File: config.mk
export PLATFORM = sky130hd
export DESIGN_NAME = sev_seg_scan_ctrl
export DESIGN_NICKNAME = d
export VERILOG_FILES = /design/src/rtl/sev_seg_scan_ctrl.sv
export SDC_FILE = /design/constraint.sdc
export NUM_CORES = 1
export LEC_CHECK = 0
export ABC_AREA = 1
export ABC_CLOCK_PERIOD_IN_PS = 1900
export BUFFER_PORTS_ARGS = -buffer_cell sky130_fd_sc_hd__buf_2
export CAP_MARGIN = 20
export CORE_MARGIN = 1
export CORE_UTILIZATION = 35
export CTS_CLUSTER_DIAMETER = 30
export DETAILED_ROUTE_END_ITERATION = 10
export PLACE_DENSITY = 0.61
export SYNTH_ARGS = -nofsm -noshare
export SYNTH_HDL_FRONTEND = slang
export SYNTH_SLANG_ARGS = --single-unit
File: constraint.sdc
create_clock -name clk -period 1.9 [get_ports clk]
set_clock_uncertainty 0.1 [all_clocks]
set_input_delay 0.38 -clock clk [delete_from_list [all_inputs] [get_ports clk]]
set_output_delay 0.38 -clock clk [all_outputs]
set_load 0.05 [all_outputs]
File: src/rtl/sev_seg_scan_ctrl.sv
// Time-multiplexed scanner for a common-anode seven-segment display with frame-coherent inputs.
// Define SEV_SEG_BLINK_EN to blink the open-door glyph every BLINK_DIV cycles.
module sev_seg_scan_ctrl #(
  parameter int NUM_DIGITS  = 4,
  parameter int SEL_W       = $clog2(NUM_DIGITS),
  parameter int REFRESH_DIV = 100000,
  parameter int BLANK_CYC   = 16,
  parameter int BLINK_DIV   = 25000000
) (
  input  logic                  clk,
  input  logic                  rst_n,
  input  logic                  en,
  input  logic [SEL_W-1:0]      floor_sel,
  input  logic                  door,
  output logic [6:0]            segments,
  output logic [NUM_DIGITS-1:0] select,
  output logic                  frame_done
);

  localparam int CNT_W = (REFRESH_DIV > 1) ? $clog2(REFRESH_DIV) : 1;
  localparam logic [CNT_W-1:0] CNT_MAX   = CNT_W'(REFRESH_DIV - 1);
  localparam logic [CNT_W-1:0] CNT_BLANK = CNT_W'(BLANK_CYC);
  localparam logic [SEL_W-1:0] IDX_MAX   = SEL_W'(NUM_DIGITS - 1);

  localparam logic [6:0] SEG_DARK   = 7'h7F;
  localparam logic [6:0] SEG_OPEN   = 7'b1000011;
  localparam logic [6:0] SEG_CLOSED = 7'b0100011;
  localparam logic [6:0] SEG_DASH   = 7'b0111111;

  logic [CNT_W-1:0]      cnt_q, cnt_d;
  logic [SEL_W-1:0]      idx_q, idx_d;
  logic [SEL_W-1:0]      sh_floor_q, sh_floor_d;
  logic                  sh_door_q, sh_door_d;
  logic [6:0]            segments_q, segments_d;
  logic [NUM_DIGITS-1:0] select_q, select_d;
  logic                  frame_done_q, frame_done_d;
  logic                  blink_off;

  // Shadows track the inputs continuously while disabled so re-enable shows fresh values.
  always_comb begin
    cnt_d        = cnt_q;
    idx_d        = idx_q;
    sh_floor_d   = sh_floor_q;
    sh_door_d    = sh_door_q;
    frame_done_d = 1'b0;
    if (!en) begin
      cnt_d      = '0;
      idx_d      = '0;
      sh_floor_d = floor_sel;
      sh_door_d  = door;
    end else if (cnt_q == CNT_MAX) begin
      cnt_d = '0;
      if (idx_q == IDX_MAX) begin
        idx_d        = '0;
        sh_floor_d   = floor_sel;
        sh_door_d    = door;
        frame_done_d = 1'b1;
      end else begin
        idx_d = idx_q + SEL_W'(1);
      end
    end else begin
      cnt_d = cnt_q + CNT_W'(1);
    end
  end

  always_comb begin
    segments_d = SEG_DARK;
    select_d   = '1;
    if (en && (cnt_q >= CNT_BLANK)) begin
      select_d = ~(NUM_DIGITS'(1) << idx_q);
      if (idx_q == sh_floor_q) begin
        if (sh_door_q) segments_d = blink_off ? SEG_DARK : SEG_OPEN;
        else           segments_d = SEG_CLOSED;
      end else begin
        segments_d = SEG_DASH;
      end
    end
  end

  always_ff @(posedge clk or negedge rst_n) begin
    if (!rst_n) begin
      cnt_q        <= '0;
      idx_q        <= '0;
      sh_floor_q   <= '0;
      sh_door_q    <= 1'b0;
      segments_q   <= SEG_DARK;
      select_q     <= '1;
      frame_done_q <= 1'b0;
    end else begin
      cnt_q        <= cnt_d;
      idx_q        <= idx_d;
      sh_floor_q   <= sh_floor_d;
      sh_door_q    <= sh_door_d;
      segments_q   <= segments_d;
      select_q     <= select_d;
      frame_done_q <= frame_done_d;
    end
  end

`ifdef SEV_SEG_BLINK_EN
  localparam int BL_W = (BLINK_DIV > 1) ? $clog2(BLINK_DIV) : 1;
  localparam logic [BL_W-1:0] BL_MAX = BL_W'(BLINK_DIV - 1);

  logic [BL_W-1:0] blink_cnt_q, blink_cnt_d;
  logic            phase_q, phase_d;

  always_comb begin
    blink_cnt_d = blink_cnt_q + BL_W'(1);
    phase_d     = phase_q;
    if (!en) begin
      blink_cnt_d = '0;
      phase_d     = 1'b0;
    end else if (blink_cnt_q == BL_MAX) begin
      blink_cnt_d = '0;
      phase_d     = ~phase_q;
    end
  end

  always_ff @(posedge clk or negedge rst_n) begin
    if (!rst_n) begin
      blink_cnt_q <= '0;
      phase_q     <= 1'b0;
    end else begin
      blink_cnt_q <= blink_cnt_d;
      phase_q     <= phase_d;
    end
  end

  assign blink_off = phase_q;
`else
  logic unused_blink;
  assign unused_blink = ^BLINK_DIV;
  assign blink_off    = 1'b0;
`endif

  assign segments   = segments_q;
  assign select     = select_q;
  assign frame_done = frame_done_q;

endmodule

Word level (Yosys, flattened, before mapping)
Cells that the tools add are included.
Widths: inputs -> output; s select.

operators by class
  equality and inequality tests = 5
  $add $sub $neg = 2
  shift operators = 1
  multiplexer cells = 18
  reductions and logical operators = 2
  bitwise operators = 1
  order comparisons = 1

operator list
  kind                   number
  $mux 17                2
  $mux 7                 3
  $add 17x1->17 const B  1
  $eq 17x17->1 const B   1
  $ge 17x5->1 const B    1
  $mux 2                 6
  $mux 1                 6
  $mux 4                 1
  $ne 2x1->1 const B     2
  $not 4->4              1
  $shl 1x2->4 const A    1
  $add 2x1->2 const B    1
  $eq 2x2->1             1
  $eq 2x2->1 const B     1
  $reduce_and 2->1       1
  $logic_and 1x1->1      1

word-level totals
  logic and storage cells = 37
  input port bits = 6
  output and inout port bits = 12
  bits in registers = 34

Logic depth before layout (Yosys ltp)
Gate-level depths: netlist of run 1.

  depth after elaboration = 4
  gate-level depth with buffers = 9
  mapped depth without buffers = 8

Worst setup path before layout of run 1
OpenSTA, ideal clock, no wires.

  path type = reg-to-reg
  start point = reg cnt_q[0]
  end point = reg sh_floor_q[1]
  period minus slack after synthesis = 1.410 ns
  cell stages (with the launch flop) = 9
  path buffers = 1
  path slack = 0.490 ns
  library setup time = 0.065 ns
  data arrival time = 1.245 ns
  cells stage by stage = dfrtp_1 ha_1 inv_2 nor2_8 nand3_4 nand2_4 buf_8 nand3_2 nand2_1

on the way
  longest elaborated chain between the ends = 3

ends and longest elaborated chain
  element                            line  text
  start: declaration                 30    logic [CNT_W-1:0] cnt_q, cnt_d;
  start signal: assignment           90    cnt_q <= cnt_d;
  $eq 17x17->1                       51    end else if (cnt_q == CNT_MAX) begin
  $ne 2x1->1 (no source line)        --
  $reduce_and 2->1 (no source line)  --
  end signal: assignment             92    sh_floor_q <= sh_floor_d;
  end: declaration                   32    logic [SEL_W-1:0] sh_floor_q, sh_floor_d;

Every way passes these cells.
A chain may end at the register's enable or synchronous reset.

Worst setup path in the final report of run 1
  start point = reg cnt_q[0]
  end point = reg sh_door_q

on the way
  longest elaborated chain between the ends = 3

ends and longest elaborated chain
  element                            line  text
  $eq 17x17->1                       51
  $ne 2x1->1 (no source line)        --
  $reduce_and 2->1 (no source line)  --
  end signal: assignment             93    sh_door_q <= sh_door_d;
  end: declaration                   33    logic sh_door_q, sh_door_d;

Every way passes these cells.

==> flow_summary.toml, run 1 <==
[run_status]
outcome = "complete, no violations"

[place]
buffer_ports.inserted = 15
gp_congestion = 0.8349
dpl.hpwl_microns = 2160

[drt]
first_iter_violations = 89
drt_drc_violations_left = 0
routed_wl_microns = 2958
number_of_nets_still_failing_antenna_checks_after_routing = 0
detailroute.via_count = 1210
drt_pre_antenna_iters = 4
routedWlPerCell_microns = 11.65
number_of_vias_per_cell = 4.764

[yosys]
postSynthCellCount = 184
mappedNetlistArea_sq_um = 1622
synth.largest_area_cell = "dfrtp_1"
synth-seq-cells = 30
post-synth-top-area-fraction_pct = 35.49
synth_seq_area_share_pct = 46.84
yosysUniqueCellTypes = 31
synth_area_leaders = "dfrtp_1 (35%), dfstp_2 (11%), nand2_1 (7.2%)"
yosys_warnings = 0
synth_area_per_cell_sq_um = 8.813

[power_and_ir_drop]
cell_internal_pwr_mw = 1.077
cellPowerDensity_nw_per_um2 = 772.8
power_switching_mw = 0.3309
largest_vdd_supply_drop_mv = 0.2883
pwr-share-clk_pct = 44.6
sw_frac_of_total_pct = 23.50
power.combinational.fraction_pct = 7.4
seqPwrFrac_pct = 48.0
p_leak_nw = 0.8093

[floorplan]
die_height_microns = 70.07
placeableCoreArea_sq_um = 4414
chipWidth_microns = 70.07
floorplan.die_area_sq_um = 4909
io_pins = 18
initial_utilization_pct = 36.73
fp-row-count = 24

[setup_path]
endpoint_type_of_the_worst_setup_path = "flop"
crit_path_start_kind = "flop"
timing.critical_path.required_ns = 1.97
r2r_start = "cnt_q[0]$_DFF_PN0_"
cp-startpoint = "cnt_q[0]$_DFF_PN0_"
timing_worst_setup_path_type = "reg2reg"
worstPathArrival_ns = 1.63
worstPathMaxFanout = 6

[sta]
finalCriticalPeriod_ns = 1.561
setup_total_negative_slack_ns = 0
finalHoldViolations = 0
slew_viol_final = 0
maxClockFrequency_mhz = 640.6
setup-violations-final = 0
tightest_slew_ns = 0.6620
period_share_pct = 82.16
setup_repair_after_global_routing_missed_its_margin = "false"
worst_slew_margin_rel_pct = 55.86

[grt]
antenna_found_initial = 0
global_route_total_overflow = 0
grt_use_total_pct = 13.80
grt_pass1_wl_microns = 5340
grt_start_max_net_pins = 31
via_count_of_the_first_global_routing_pass = 1164

[cells_and_area]
finalNetCount = 213
post_route_core_utilization_pct = 41.27
antennaDiodeCount = 0
ratio_of_cells_with_drive_above_1_in_the_final_layout_pct = 24.75
area_growth_from_synthesis_to_layout_pct = 12.35

[clock_tree]
cts_tree = "done"
postCtsSetupRepairBufs = 0
htree_levels = 2
cts_inserted_buffers = 5
clk-insertion-delay-late_ns = 0.28
cts_hold_buf = 0
cts.path.max_buffers = 2
cts_root_buffer = "clkbuf_8"
clk_transition_reported_paths_ns = 0.06
cts_repair_resize_count = 0
clock_sinks = 30

[run]
timing.max_cap.violations = 0

[worst_hold_path]
worst_hold_path_type = "in2async"
critical path: stages (launching register included):
cell and delay, ns:
dfrtp_1 0.38, ha_1 0.29, inv_2 0.10, nor2_8 0.15, nand4_1 0.22, nand3_1 0.14
nand2_1 0.06
Yosys cell counts:
master,number
nor2_8,1
nand3_4,1
or2_2,2
xor2_1,8
inv_1,13
nand3b_1,2
buf_8,1
nand3_2,2
o21ai_1,2
nand2_4,1
nor2_4,1
nor2_2,7
nand2_1,31
conb_1,1
o21ai_0,2
a21oi_1,1
dfstp_2,7
nand3_1,21
inv_2,1
nor3_1,3
clkbuf_1,1
nand4_1,2
nor4_1,1
buf_4,4
dfrtp_1,23
nand2_2,3
nor2_1,31
nor3b_1,1
xnor2_1,3
ha_1,6
buf_6,1
kinds of logic after synthesis:
kind of cell    Yosys count  share of synthesized area (%)
simple gates            110                          33.87
flops                    30                          46.84
buf+inv                  21                          6.944
xor+xnor                 11                          5.942
fa+ha+maj                 6                          4.630
compound gates            5                          1.543
other cells               1                         0.2313
layer usage:
layer | global-route usage [%] | part of all wire [%] | vias to the layer above | wire (microns)
met3 | 3.463 | 3.2 | 5 | 94
met2 | 21.58 | 46 | 21 | 1372
met5 | 0 | 0 | - | 0
met4 | 5.333 | 1.6 | 0 | 48
li1 | - | - | 619 | -
met1 | 18.36 | 49 | 565 | 1442
path summary, 6_finish.rpt:
| kind | end | slack, ns | cells past startpoint |
|---|---|---|---|
| min reg2reg | cnt_q[0]$_DFF_PN0_ | 0.38 | 1 |
| max | sh_door_q$_DFFE_PN0P_ | 0.34 | 6 |
| max reg2reg | sh_door_q$_DFFE_PN0P_ | 0.34 | 6 |
| max in group asynchronous | cnt_q[7]$_DFF_PN0_ | 1.24 | 1 |
| min | cnt_q[4]$_DFF_PN0_ | 0.03 | 1 |
| min in group clk | sh_door_q$_DFFE_PN0P_ | 0.22 | 3 |
registers in the layout, summed over array words and instances (netlist names):
name,cells
idx_q,2
sh_floor_q,2
select,4
segments,3
sh_door_q,1
cnt_q,17
frame_done,1
power groups by stage:
stage	clock network [mW]	registers [mW]	logic, mW
finish	0.627	0.676	0.104
CTS	0.649	0.676	0.107
floorplan	0	0.682	0.0815
global placement	0	0.686	0.106
detailed placement	0	0.687	0.106
global route	0.670	0.679	0.124
cell usage in the layout (no fill, tap or decap), drive strengths merged:
cell type	netlist	routed
a21oi	1	1
o21ai	4	4
nand4	2	2
conb	1	2
nand3	24	24
nand3b	2	2
xor2	8	8
nor3	3	3
nor4	1	1
ha	6	6
bufinv	0	1
or2	2	2
dfrtp	23	23
nand2	35	35
clkinv	0	2
xnor2	3	3
buf	6	16
clkbuf	1	5
nor2	40	40
nor3b	1	1
dfstp	7	7
inv	14	14
metrics by stage:
step                cells  instance area [sq um]  hold slack [ns]  power (mW)  setup WS, ns
finish                254                   1822          0.03005       1.408        0.3389
global route          254                   1822          0.08768       1.473        0.1874
CTS                   254                   1822          0.05248       1.432        0.3301
detailed placement    246                   1713           0.3567      0.7934        0.3361
global placement      246                   1713           0.3566      0.7922        0.3888
floorplan             185                   1625         -0.01559      0.7639        0.4899
cell type report:
class | count | area, sq um
fill | 444 | 2592
sequential | 30 | 759.5
multi-input combinational | 134 | 753.2
timing repair buffer | 16 | 82.58
clock buffer | 5 | 68.82
tap | 52 | 65.06
inverter | 14 | 52.55
clock inverter | 3 | 40.04
Note: power is estimated with default switching activity, not from simulation.
==> run 2, diff against run 1 <==
ABC_CLOCK_PERIOD_IN_PS = 1600   (was 1900)
clock period = 1.6 ns   (was 1.9 ns; I/O delays follow)
==> run 2 against run 1 <==
Sequential power increased by 19%. First-iteration DRC count fell by 48%. Die area is the same. Final cell count is 1.6% higher. Register-to-register slack got worse by 0.22 ns. Routed wire length is 0.95% higher. Worst setup slack got worse by 0.23 ns. Core utilization grew 0.51 points. Critical path type is now reg2out. Critical endpoint is now segments[4]. Largest cell class unchanged. Largest power group unchanged.
==> flow_summary.toml, run 2 (same netlist as run 1, synthesis figures left out) <==
[place]
gp_congestion = 0.8665
dpl-instance-area_sq_um = 1735
dpl.hpwl_microns = 2188
placed_cells_incl_taps = 249
minimum_setup_slack_after_placement_ns = 0.05623
buffer_ports.inserted = 15

[power_and_ir_drop]
largest_vdd_supply_drop_mv = 0.4072
pwr-share-clk_pct = 40.1
seqPwrFrac_pct = 51.6
cellPowerDensity_nw_per_um2 = 843.0
sw_frac_of_total_pct = 24.66
p_leak_nw = 0.8140
cell_internal_pwr_mw = 1.171
power.combinational.fraction_pct = 8.3
power_switching_mw = 0.3834

[clock_tree]
clk_transition_reported_paths_ns = 0.07
cts_inserted_buffers = 5
postCtsSetupRepairBufs = 0
cts.path.max_buffers = 2
htree_levels = 2
clock_sinks = 30
cts_tree = "done"
clk-insertion-delay-late_ns = 0.27
cts_root_buffer = "clkbuf_8"

[cells_and_area]
post_route_core_utilization_pct = 41.78
final_cell_area_sq_um = 1844
layout.cells.most_common_list = "nand2_1 (31), nor2_1 (31), dfrtp_1 (22)"
finalNetCount = 217
post_layout_cell_count = 258
filler_cell_count = 466
area.sequential_sq_um = 760.7
area_growth_from_synthesis_to_layout_pct = 13.73
largest_register_ff_count = 17
ratio_of_cells_with_drive_above_1_in_the_final_layout_pct = 26.70
multiInputGateArea_sq_um = 755.7
antennaDiodeCount = 0
largest_register = "cnt_q"

[worst_hold_path]
worst_hold_path_type = "in2reg"

[floorplan]
die_height_microns = 70.07
io_pins = 18
floorplan.die_area_sq_um = 4909
placeableCoreArea_sq_um = 4414
fp-row-count = 24
initial_utilization_pct = 36.73
chipWidth_microns = 70.07

[setup_path]
endpoint_type_of_the_worst_setup_path = "output pin"
crit_path_start_kind = "flop"
cp_slowest_cell = "dfstp_2"
timing.critical_path.max_delay_family = "flip-flops"
worstPathArrival_ns = 1.07
worst_path_largest_cell_delay_ns = 0.53
worstPathCellList = "buf_2"
timing.critical_path.required_ns = 1.18
timing_worst_setup_path_type = "reg2out"
critPathBufInv = 1
worstPathMaxFanout = 3

[drt]
drt_pre_antenna_iters = 4
first_iter_violations = 46
drt_drc_violations_left = 0
detailroute.via_count = 1191
number_of_vias_per_cell = 4.616
number_of_nets_still_failing_antenna_checks_after_routing = 0
routedWlPerCell_microns = 11.57
routed_wl_microns = 2986

[run]
timing.max_cap.violations = 0

[grt]
via_count_of_the_first_global_routing_pass = 1123
grt_use_total_pct = 13.39
antenna_found_initial = 0
grt_pass1_wl_microns = 5133
grt_start_max_net_pins = 31
met1_layer_usage_reported_by_global_route_pct = 17.48
grt_util_met2_pct = 21.79
grt-busiest-layer = "met2"
global_route_total_overflow = 0
grt_util_met3_pct = 3.463

[sta]
finalHoldViolations = 0
setup-violations-final = 0
slew_viol_final = 0
setup_repair_after_global_routing_missed_its_margin = "false"
finalCriticalPeriod_ns = 1.486
maxClockFrequency_mhz = 672.8
period_share_pct = 92.90
setup_total_negative_slack_ns = 0
final_critical_path_setup_slack_ns = 0.1137

[run_status]
outcome = "complete, no violations"
## run 2: changes by cell type in the layout (fill, tap and decap cells not counted), sizes merged
cell         previous run  this run
clkbuf                  5         6
buf                    16        19
clkinvlp                0         1
clkinv                  2         1
bufinv                  1         0
dlygate4sd3             0         1
## run 2: power by group through the flow
stage / clock network [mW] / registers (mW) / logic, mW
6_report: 0.623 / 0.802 / 0.129
5_1_grt: 0.690 / 0.805 / 0.151
4_1_cts: 0.652 / 0.802 / 0.131
3_5_place_dp: 0 / 0.816 / 0.129
3_3_place_gp: 0 / 0.815 / 0.130
2_1_floorplan: 0 / 0.810 / 0.0968
## run 2: per-layer routing
metal	wire, microns	share of wire (%)	up-vias
met5	0	0	-
met3	73	2.4	2
met4	21	0.70	0
met1	1463	49	553
met2	1427	48	17
li1	-	-	619
## run 2: what timing repair did
action                                 CTS  global route
gates resized for setup                  0             2
endpoints found under the hold margin   23             0
setup endpoints to repair                0             6
hold buffers                             1             0
## run 2: layout make-up
type / count / share of cell area [%]
sequential: 30 / 41.25
clock buffer: 6 / 4.478
clock inverter: 2 / 0.6784
tap: 52 / 3.528
inverter: 14 / 2.849
multi-input combinational: 134 / 40.98
timing repair buffer: 20 / 6.241
## run 2: stage by stage
step	power (mW)	hold WS, ns
detailed placement	0.9445	0.2518
floorplan	0.9072	-0.07559
global placement	0.9448	0.2545
global route	1.646	0.1661
finish	1.555	0.1677
CTS	1.585	0.1569
## run 2: path summary, 6_finish.rpt
path,start,end,slack [ns],cells past startpoint
setup / recovery,segments[4]$_DFF_PN1_,segments[4],0.11,1
hold / removal,door,sh_door_q$_DFFE_PN0P_,0.17,3
setup reg to reg,cnt_q[0]$_DFF_PN0_,sh_floor_q[1]$_DFFE_PN0P_,0.12,6
hold reg to reg,cnt_q[0]$_DFF_PN0_,cnt_q[0]$_DFF_PN0_,0.39,1
max in group asynchronous,rst_n,segments[6]$_DFF_PN1_,0.61,3
min in group asynchronous,rst_n,idx_q[1]$_DFFE_PN0P_,0.48,3
## run 2: worst reg2reg max path, cell delays in order, from the launching register on
cell and delay, ns:
dfrtp_1 0.39, ha_2 0.26, inv_2 0.08, nor2_8 0.14
nand4_1 0.20, nand3_1 0.14, nand2_1 0.06
==> run 3, diff against run 2 <==
GPL_ROUTABILITY_DRIVEN = 0   (was unset)
GPL_TIMING_DRIVEN = 0   (was unset)
SLEW_MARGIN = 20   (was unset)
==> run 3 against run 2 <==
Routed wire length fell by 0.23%. Die area unchanged. Non-clock buffer count up 3. Largest power group is now the clock network. Sequential share of layout area is 2.1 points lower. Global-route usage up 0.22 points. Critical endpoint unchanged. First-iteration DRC count grew 96%. Sequential power about the same. Combinational power up 6%. Hold slack got worse by 0.012 ns. Critical path depth grew 1. Clock power increased by 52%. Highest routed layer unchanged. Largest cell class is now multi-input gates. Design area grew 5.1%.
==> flow_summary.toml, run 3 (same netlist as run 1, synthesis figures left out) <==
[grt]
global_route_total_overflow = 0
grt_start_max_net_pins = 31
via_count_of_the_first_global_routing_pass = 1116
grt_pass1_wl_microns = 5230
grt_use_total_pct = 13.61
antenna_found_initial = 0

[drt]
drt_drc_violations_left = 0
detailroute.wirelength.met3_microns = 113
number_of_vias_per_cell = 4.705
detail_route.wirelength.met1_microns = 1407
detailroute.via_count = 1228
routed_wl_microns = 2979
drt_pre_antenna_iters = 4
route.top_layer_used = "met4"
first_iter_violations = 90
routedWlPerCell_microns = 11.41
number_of_nets_still_failing_antenna_checks_after_routing = 0
met2_layer_wire_length_in_the_routed_design_microns = 1378

[floorplan]
fp-row-count = 24
placeableCoreArea_sq_um = 4414
die_height_microns = 70.07
io_pins = 18
initial_utilization_pct = 36.73
floorplan.die_area_sq_um = 4909
chipWidth_microns = 70.07

[clock_tree]
postCtsSetupRepairBufs = 0
clk-insertion-delay-late_ns = 0.28
htree_levels = 2
cts.path.max_buffers = 2
clk_transition_reported_paths_ns = 0.07
cts_inserted_buffers = 5
cts_tree = "done"
clock_sinks = 30
cts_root_buffer = "clkbuf_8"

[sta]
worst_slew_margin_rel_pct = 56.31
setup-violations-final = 0
setup_repair_after_global_routing_missed_its_margin = "false"
setup_total_negative_slack_ns = 0
tightest_slew_ns = 0.6553
maxClockFrequency_mhz = 647.0
finalHoldViolations = 0
finalCriticalPeriod_ns = 1.546
worst_hold_slack_ns = 0.1561
slew_viol_final = 0
period_share_pct = 96.60

[setup_path]
worst-r2r-cell-count = 8
cp-startpoint = "segments[4]$_DFF_PN1_"
endpoint_type_of_the_worst_setup_path = "output pin"
crit_end = "segments[4]"
worstPathMaxFanout = 3
timing.critical_path.required_ns = 1.18
worstPathArrival_ns = 1.13
worstReg2RegEnd = "idx_q[1]$_DFFE_PN0P_"
worst-r2r-setup-slack_ns = 0.14
crit_path_start_kind = "flop"
r2r_start = "cnt_q[0]$_DFF_PN0_"
timing_worst_setup_path_type = "reg2out"

[cells_and_area]
layout.cells.most_common_list = "nand2_1 (31), nor2_1 (30), dfrtp_1 (23)"
post_layout_cell_count = 261
final_common_cell = "nand2_1"
ratio_of_cells_with_drive_above_1_in_the_final_layout_pct = 27.27
antennaDiodeCount = 0
largest_register_ff_count = 17
area_growth_from_synthesis_to_layout_pct = 19.52
largest_register = "cnt_q"
post_route_core_utilization_pct = 43.91
filler_cell_count = 450
finalNetCount = 220

[power_and_ir_drop]
largest_vdd_supply_drop_mv = 0.2966
p_leak_nw = 0.8574
cellPowerDensity_nw_per_um2 = 976.4

[worst_hold_path]
hp-start = "door"
worst_hold_path_type = "in2reg"

[place]
dpl.hpwl_microns = 2147
buffer_ports.inserted = 15
placed_cells_incl_taps = 252

[run_status]
outcome = "complete, no violations"

[run]
timing.max_cap.violations = 0
==> run 3: critical path, stage by stage, from the launching register on <==
cell and delay [ns]:
dfstp_2 0.54, buf_4 0.10, clkbuf_4 0.21
==> run 3: how the worst min path moves through the flow <==
| stage | endpoint | slack (ns) | depth (start not counted) |
|---|---|---|---|
| CTS | sh_door_q$_DFFE_PN0P_ | 0.15 | 3 |
| global placement | sh_door_q$_DFFE_PN0P_ | 0.28 | 1 |
| global route | sh_door_q$_DFFE_PN0P_ | 0.16 | 3 |
| detailed placement | frame_done$_DFF_PN0_ | 0.30 | 1 |
| floorplan | cnt_q[0]$_DFF_PN0_ | -0.08 | 0 |
| finish | sh_door_q$_DFFE_PN0P_ | 0.16 | 3 |
==> run 3: metal layers <==
metal / up-vias / track usage (%)
li1: 626 / -
met1: 564 / 17.66
met2: 32 / 21.05
met3: 6 / 3.030
met4: 0 / 7.333
met5: - / 0
==> run 3: timing repair <==
action / 4_1_cts / 5_1_grt
hold endpoints to repair: 23 / 0
endpoints found under the setup margin: 0 / 16
hold buffers: 1 / 0
resized for setup: 0 / 5
==> run 3: where the power goes <==
group	total [mW]	internal, mW	leakage, nW	switching [mW]
clock	0.950	0.664	0.0714	0.286
combinational	0.137	0.0524	0.398	0.0848
sequential	0.805	0.780	0.388	0.0251
==> run 3: area by class of cell <==
cell class              instances  area (sq um)  area share [%]
multi-input cells             134         768.2           39.64
flip-flops and latches         30         759.5           39.19
repair buffers                 16         90.09           4.648
clock buffers                   6         82.58           4.261
well taps                      52         65.06           3.357
clock inverters                 2         60.06           3.099
plain buffers                   7         60.06           3.099
inverters                      14         52.55           2.711
==> run 3: through the flow <==
step	setup WS (ns)	instance area, sq um	total power, mW
6_report	0.05437	1938	1.892
5_1_grt	0.009602	1938	1.982
4_1_cts	0.003194	1918	1.921
3_5_place_dp	0.03608	1765	0.9525
3_3_place_gp	0.03156	1765	0.9494
2_1_floorplan	0.1899	1625	0.9072
